`src/rtl/mem_port_arbiter.sv`:
```
// Two-port arbiter sharing one fixed-latency RAM between the fetch (IF) and
// memory (MEM) pipeline stages; round-robin on contention, one access at a time.
module mem_port_arbiter #(
  parameter int S = 15,
  parameter int A = 7,
  parameter int W = 2
) (
  input  logic         clk,
  input  logic         rst,
  input  logic         if_req,
  input  logic [A:0]   if_addr,
  output logic [S:0]   if_rdata,
  output logic         if_ack,
  input  logic         mem_req,
  input  logic         mem_we,
  input  logic [A:0]   mem_addr,
  input  logic [S:0]   mem_wdata,
  output logic [S:0]   mem_rdata,
  output logic         mem_ack,
  output logic         ram_en,
  output logic         ram_we,
  output logic [A:0]   ram_addr,
  output logic [S:0]   ram_wdata,
  input  logic [S:0]   ram_rdata,
  output logic         stall_if,
  output logic         stall_mem
);

  // state | meaning
  // IDLE  | no access in flight; arbitrate eligible requesters
  // BUSY  | RAM access in flight; cnt counts down to completion
  typedef enum logic {IDLE, BUSY} state_t;

  localparam int CW = (W < 2) ? 1 : $clog2(W + 1);

  state_t        state, state_nxt;
  logic [CW-1:0] cnt;
  logic          last_mem;
  logic          cur_mem;
  logic          gnt_if, gnt_mem, done;
  logic          elig_if, elig_mem;

  // A requester whose ack is high this cycle is finishing, not asking again.
  assign elig_if  = if_req & ~if_ack;
  assign elig_mem = mem_req & ~mem_ack;

  always_ff @(posedge clk or negedge rst) begin
    if (!rst) state <= IDLE;
    else      state <= state_nxt;
  end

  always_comb begin
    state_nxt = state;
    gnt_if    = 1'b0;
    gnt_mem   = 1'b0;
    done      = 1'b0;
    case (state)
      IDLE: begin
        if (elig_if && elig_mem) begin
          gnt_mem = ~last_mem;
          gnt_if  = last_mem;
        end else begin
          gnt_if  = elig_if;
          gnt_mem = elig_mem;
        end
        if (gnt_if || gnt_mem) state_nxt = BUSY;
      end
      BUSY: begin
        if (cnt == CW'(1)) begin
          done      = 1'b1;
          state_nxt = IDLE;
        end
      end
      default: state_nxt = IDLE;
    endcase
  end

  always_ff @(posedge clk or negedge rst) begin
    if (!rst) begin
      ram_en    <= 1'b0;
      ram_we    <= 1'b0;
      ram_addr  <= '0;
      ram_wdata <= '0;
      if_ack    <= 1'b0;
      mem_ack   <= 1'b0;
      if_rdata  <= '0;
      mem_rdata <= '0;
      cnt       <= '0;
      last_mem  <= 1'b0;
      cur_mem   <= 1'b0;
    end else begin
      if_ack  <= 1'b0;
      mem_ack <= 1'b0;
      if (gnt_if || gnt_mem) begin
        ram_addr <= gnt_mem ? mem_addr : if_addr;
        ram_en   <= 1'b1;
        ram_we   <= gnt_mem & mem_we;
        if (gnt_mem) ram_wdata <= mem_wdata;
        cnt      <= CW'(W);
        cur_mem  <= gnt_mem;
        last_mem <= gnt_mem;
      end else if (state == BUSY) begin
        if (done) begin
          ram_en <= 1'b0;
          ram_we <= 1'b0;
          cnt    <= '0;
          if (cur_mem) begin
            mem_ack <= 1'b1;
            if (!ram_we) mem_rdata <= ram_rdata;
          end else begin
            if_ack   <= 1'b1;
            if_rdata <= ram_rdata;
          end
        end else begin
          cnt <= cnt - CW'(1);
        end
      end
    end
  end

  assign stall_if  = if_req & ~if_ack;
  assign stall_mem = mem_req & ~mem_ack;

endmodule

```
`config.mk`:
```
export PLATFORM = sky130hd
export DESIGN_NAME = mem_port_arbiter
export DESIGN_NICKNAME = d
export VERILOG_FILES = /design/src/rtl/mem_port_arbiter.sv
export SDC_FILE = /design/constraint.sdc
export NUM_CORES = 1
export LEC_CHECK = 0
export ABC_CLOCK_PERIOD_IN_PS = 5280
export CORE_AREA = 2 2 88 90
export DETAILED_ROUTE_END_ITERATION = 7
export DIE_AREA = 0 0 90 92
export GPL_TIMING_DRIVEN = 0
export PLACE_DENSITY_LB_ADDON = 0.25
export SLEW_MARGIN = 15
export SYNTH_ARGS = -nofsm -noshare
export SYNTH_HDL_FRONTEND = slang
export SYNTH_SLANG_ARGS = --single-unit
```
`constraint.sdc`:
```
create_clock -name clk -period 5.28 [get_ports clk]
set_clock_uncertainty 0.2 [all_clocks]
set_input_delay 1.056 -clock clk [delete_from_list [all_inputs] [get_ports clk]]
set_output_delay 1.056 -clock clk [all_outputs]
set_load 0.01 [all_outputs]
```
==> impl_metrics.py, run 1 <==
metrics = {
    "cells_and_area": {
        "antenna_cells": 0,
        "final_cells": 419,
        "syn_to_final_growth_pct": 55.57,
        "drive_gt1_frac": 0.2366,
        "final_cell_mix": "clkdlybuf4s50_1, dfrtp_1, mux2_2",
        "final_common_cell": "clkdlybuf4s50_1",
        "fin_nets": 366,
    },
    "synth": {
        "yosys-top-cells-area": "dfrtp_1, mux2_2, mux2_4",
        "synth_cells": 186,
        "synth.ff_latch_count": 64,
        "synthFlopType": "dfrtp_1",
        "yosysWarnings": 0,
        "yosysTopAreaCell": "dfrtp_1",
        "ys_seq_area_frac": 0.6069,
        "avgSynthCellArea_sq_um": 14.19,
        "syn-num-nets": 240,
        "async_reset_ff_frac": 1.000,
        "synth_top_area_share": 0.6069,
        "syn_area_sq_um": 2639,
        "synth-edff-count": 0,
        "synth_cell_type_count": 26,
    },
    "timing": {
        "relSlewSlack": 0.7051,
        "finalHoldViolCount": 0,
        "tightestPinTransition_ns": 0.4312,
        "drv_slew": 0,
        "clock.fmax_mhz": 248.9,
        "setup_tns_ns": 0,
        "finalCritPeriodShare": 0.7609,
        "layout_min_cycle_time_ns": 4.017,
        "grt_setup_unrepaired": "false",
        "setup_violations": 0,
    },
    "setup_path": {
        "worstSetupPathType": "in2out",
        "required_ns": 4.02,
        "cp-startpoint": "mem_req",
        "r2r_end": "mem_rdata[9]",
        "reg2reg_from": "cnt[0]",
        "arrival_ns": 2.76,
        "reg2reg_setup_slack_ns": 3.16,
        "cp-endpoint": "stall_mem",
        "path_max_fanout": 10,
        "rr_worst_depth": 6,
        "start_kind": "input pin",
        "end_kind": "primary output",
    },
    "placed_design": {
        "place_congestion": 0.7892,
        "numPlacedInstances": 403,
        "dp.final_hpwl_um": 4425,
        "io_buffers": 114,
    },
    "floorplanning": {
        "die_w_um": 90,
        "pin_count": 115,
        "start_util": 0.3543,
        "coreArea_sq_um": 7447,
        "die_area_sq_um": 8280,
        "placementRows": 32,
        "die_y_um": 92,
    },
    "cts": {
        "cts_tree": "done",
        "cts_resized": 0,
        "cts_setup_buffers": 0,
        "clk_pin_slew_ns": 0.06,
        "clk_latency_ns": 0.33,
        "cts.path.max_buffers": 2,
        "clock_sinks": 64,
        "hold_buffers": 0,
        "numCtsBuffers": 9,
        "htree_num_levels": 3,
        "clock_tree.root_cell": "clkbuf_8",
    },
    "routing": {
        "drcViolationCount": 0,
        "wirelength_um": 6159,
        "wl_per_cell_um": 14.70,
        "drt-initial-drc-count": 67,
        "first_pass_iters": 4,
        "routed-via-count": 1954,
        "viasPerCell": 4.663,
        "ant_nets": 0,
    },
    "global_route": {
        "antenna_found_initial": 0,
        "grt_max_degree": 34,
        "grt_usage": 0.1585,
        "grt_pass1_vias": 2151,
        "grt_pass1_wl_um": 10380,
        "grt_overflow": 0,
    },
    "worst_hold_path": {
        "worstHoldStart": "cnt[0]",
        "min_path_type": "reg2reg",
        "holdPathStages": 1,
    },
    "pwr": {
        "power.density_nw_per_um2": 578.2,
        "leakage_nw": 1.747,
        "ir_worst_vdd_mv": 0.2556,
    },
    "status": {
        "status": "finished clean",
    },
    "flow_run": {
        "max_cap_violations": 0,
    },
}
==> where the power goes <==
group / leakage [nW] / internal, W / switching, W
combinational: 0.909 / 0.000704 / 0.000437
sequential: 0.749 / 0.000738 / 0.000120
clock: 0.0887 / 0.000184 / 0.000192
total: 1.75 / 0.00163 / 0.000748
==> synth_stat cells (all sizes together), types with 4 or more instances <==
master / n
dfrtp: 64
mux2: 48
nor4: 8
clkbuf: 5
buf: 7
inv: 15
a2111oi: 8
nand2b: 4
a211oi: 8
==> how the worst min path moves through the flow <==
| stage | endpoint | slack (ns) |
|---|---|---|
| 4_1_cts | cnt[0] | 0.29 |
| 6_report | cnt[0] | 0.29 |
| 5_1_grt | ram_wdata[12] | 0.32 |
| 3_5_place_dp | cnt[0] | 0.28 |
| 3_3_place_gp | cnt[0] | 0.27 |
| 2_1_floorplan | cnt[0] | 0.25 |
==> cells by family (layout without fill, tap and decap cells) <==
logic type	Yosys count	count (layout)	synth area share
fa+ha+maj	1	1	0.004741
compound gates	26	26	0.07397
simple gates	19	19	0.04457
buf+inv	28	159	0.05358
mux	48	48	0.2162
flops	64	64	0.6069
==> final cells by class <==
cell class | count | area (sq um)
tap | 102 | 127.6
clock inverter | 6 | 42.54
inverter | 16 | 60.06
clock buffer | 10 | 137.6
buffer | 12 | 81.33
sequential | 64 | 1602
multi-input combinational | 94 | 895.9
fill | 654 | 3342
timing repair buffer | 115 | 1159
==> through the flow <==
stage | instance area [sq um] | utilization | hold WS (ns) | setup WS [ns] | total power, W
2_1_floorplan | 2639 | - | 0.2506 | 2.495 | 0.001400
5_1_grt | 4105 | 0.5512 | 0.3176 | 1.159 | 0.002535
4_1_cts | 4105 | 0.5512 | 0.2868 | 1.275 | 0.002411
6_report | 4105 | 0.5512 | 0.2893 | 1.263 | 0.002374
3_5_place_dp | 3925 | 0.5271 | 0.2784 | 1.287 | 0.002019
3_3_place_gp | 3908 | 0.5247 | 0.2693 | 0.7321 | 0.001998
==> registers in the layout, summed over array words and instances (netlist names), 2 cells and up <==
signal,flops
cnt,2
if_rdata,16
ram_wdata,16
mem_rdata,16
ram_addr,8
==> layer usage <==
| layer | routed length, um | GRT usage |
|---|---|---|
| met2 | 2891 | 0.2469 |
| met5 | 0 | 0 |
| met1 | 2647 | 0.1881 |
| met3 | 574 | 0.08217 |
| met4 | 46 | 0.05769 |
==> critical path, cell delays in order <==
cell             delay [ns]
clkdlybuf4s50_1        0.47
nand2b_1               0.14
inv_1                  0.12
clkbuf_1               0.36
clkdlybuf4s50_1        0.62
Note: power is estimated with default switching activity, not from simulation.
==> run 2: changes to the inputs <==
--- a/config.mk
+++ b/config.mk
@@ -5,7 +5,7 @@
 export SDC_FILE = /design/constraint.sdc
 export NUM_CORES = 1
 export LEC_CHECK = 0
-export ABC_CLOCK_PERIOD_IN_PS = 5280
+export ABC_CLOCK_PERIOD_IN_PS = 3300
 export CORE_AREA = 2 2 88 90
 export DETAILED_ROUTE_END_ITERATION = 7
 export DIE_AREA = 0 0 90 92
==> constraint.sdc (replaced) <==
create_clock -name clk -period 3.3 [get_ports clk]
set_clock_uncertainty 0.2 [all_clocks]
set_input_delay 0.66 -clock clk [delete_from_list [all_inputs] [get_ports clk]]
set_output_delay 0.66 -clock clk [all_outputs]
set_load 0.01 [all_outputs]
==> impl_metrics.py, run 2 (same netlist as run 1, synthesis figures left out) <==
metrics = {
    "flow_run": {
        "max_cap_violations": 0,
    },
    "placed_design": {
        "placed_cell_area_sq_um": 3925,
        "dp.final_hpwl_um": 4425,
        "place_congestion": 0.7892,
        "numPlacedInstances": 403,
        "io_buffers": 114,
        "pre_cts_slack_ns": 0.09877,
    },
    "status": {
        "status": "finished clean",
    },
    "setup_path": {
        "cp-endpoint": "stall_if",
        "cp_top_family": "buffers and inverters",
        "end_kind": "primary output",
        "path_max_fanout": 10,
        "start_kind": "input pin",
        "required_ns": 2.44,
        "crit_path_frequent_cell": "clkdlybuf4s50_1",
        "path_depth": 5,
        "reg2reg_from": "cnt[0]",
        "critical_path_buf_inv_count": 4,
        "reg2reg_setup_slack_ns": 1.18,
        "slowest_delay_ns": 0.52,
        "crit_path_top_delay_cell": "clkdlybuf4s50_1",
        "crit_chain": "clkdlybuf4s50_1, nand2b_1, clkbuf_1, inv_1, clkdlybuf4s50_1",
        "arrival_ns": 2.26,
        "r2r_end": "mem_rdata[9]",
        "cp-startpoint": "if_req",
        "rr_worst_depth": 6,
        "worstSetupPathType": "in2out",
    },
    "cts": {
        "clock_sinks": 64,
        "clock_tree.root_cell": "clkbuf_8",
        "cts_setup_buffers": 0,
        "numCtsBuffers": 9,
        "clk_latency_ns": 0.33,
        "hold_buffers": 0,
        "clk_pin_slew_ns": 0.08,
        "cts_tree": "done",
        "htree_num_levels": 3,
        "cts_resized": 0,
        "cts.path.max_buffers": 2,
    },
    "global_route": {
        "grt_usage": 0.1585,
        "grt_max_degree": 34,
        "grt_overflow": 0,
        "antenna_found_initial": 0,
        "grt_pass1_vias": 2151,
        "grt_pass1_wl_um": 10380,
    },
    "timing": {
        "finalHoldViolCount": 0,
        "grt_setup_unrepaired": "false",
        "layout_min_cycle_time_ns": 3.119,
        "drv_slew": 0,
        "finalCritPeriodShare": 0.9451,
        "tightestPinTransition_ns": 0.4347,
        "finalWorstSetupSlack_ns": 0.1813,
        "setup_violations": 0,
        "clock.fmax_mhz": 320.6,
        "relSlewSlack": 0.7027,
    },
    "cells_and_area": {
        "final_cell_mix": "clkdlybuf4s50_1, dfrtp_1, mux2_2",
        "utilization": 0.5507,
        "final.fill_count": 654,
        "final_cells": 418,
        "final_common_cell": "clkdlybuf4s50_1",
        "syn_to_final_growth_pct": 55.43,
        "fin_nets": 365,
        "antenna_cells": 0,
        "post-route-cell-area_sq_um": 4101,
        "drive_gt1_frac": 0.2373,
        "top_regs": "if_rdata x16, mem_rdata x16, ram_wdata x16",
    },
    "floorplanning": {
        "start_util": 0.3543,
        "coreArea_sq_um": 7447,
        "placementRows": 32,
        "die_w_um": 90,
        "die_area_sq_um": 8280,
        "die_y_um": 92,
        "pin_count": 115,
    },
    "routing": {
        "ant_nets": 0,
        "drt-initial-drc-count": 56,
        "viasPerCell": 4.701,
        "drcViolationCount": 0,
        "routed-via-count": 1965,
        "wl_per_cell_um": 14.69,
        "first_pass_iters": 4,
        "wirelength_um": 6141,
    },
    "pwr": {
        "power_w": 0.003794,
        "leakage_nw": 1.745,
        "power.density_nw_per_um2": 925.1,
        "ir_worst_vdd_mv": 0.4089,
    },
    "worst_hold_path": {
        "min_path_type": "in2async",
    },
}
run 2: cell count changes in the layout (fill, tap and decap cells not counted), sizes merged:
cell | before | now
clkbuf | 15 | 14
run 2: power by group:
group	switching, W	leakage, nW	internal, W
clock	0.000305	0.0887	0.000294
sequential	0.000192	0.749	0.00118
combinational	0.000696	0.908	0.00113
run 2: worst min-delay path by stage:
stage	endpoint	slack, ns
floorplan	cnt[0]	0.16
global placement	cnt[0]	0.27
detailed placement	cnt[0]	0.28
CTS	mem_rdata[8]	0.06
global route	if_rdata[10]	0.07
finish	mem_rdata[8]	0.07
run 2: final cells by class:
class / instances / area (sq um) / share of cell area
Tap cell: 102 / 127.6 / 0.03112
Inverter: 16 / 60.06 / 0.01464
Buffer: 11 / 77.57 / 0.01891
Clock inverter: 6 / 42.54 / 0.01037
Timing Repair Buffer: 115 / 1159 / 0.2825
Sequential cell: 64 / 1602 / 0.3905
Multi-Input combinational cell: 94 / 895.9 / 0.2184
Clock buffer: 10 / 137.6 / 0.03356
run 2: metal layers:
| metal | routed length (um) | track usage |
|---|---|---|
| met5 | 0 | 0 |
| met4 | 56 | 0.05769 |
| met3 | 584 | 0.08217 |
| met2 | 2903 | 0.2469 |
| met1 | 2597 | 0.1881 |
run 2: metrics by stage:
stage	TNS, ns	hold WS, ns
6_report	0	0.06814
5_1_grt	0	0.07307
4_1_cts	0	0.06285
3_5_place_dp	0	0.2784
3_3_place_gp	-54.32	0.2693
2_1_floorplan	0	0.1644
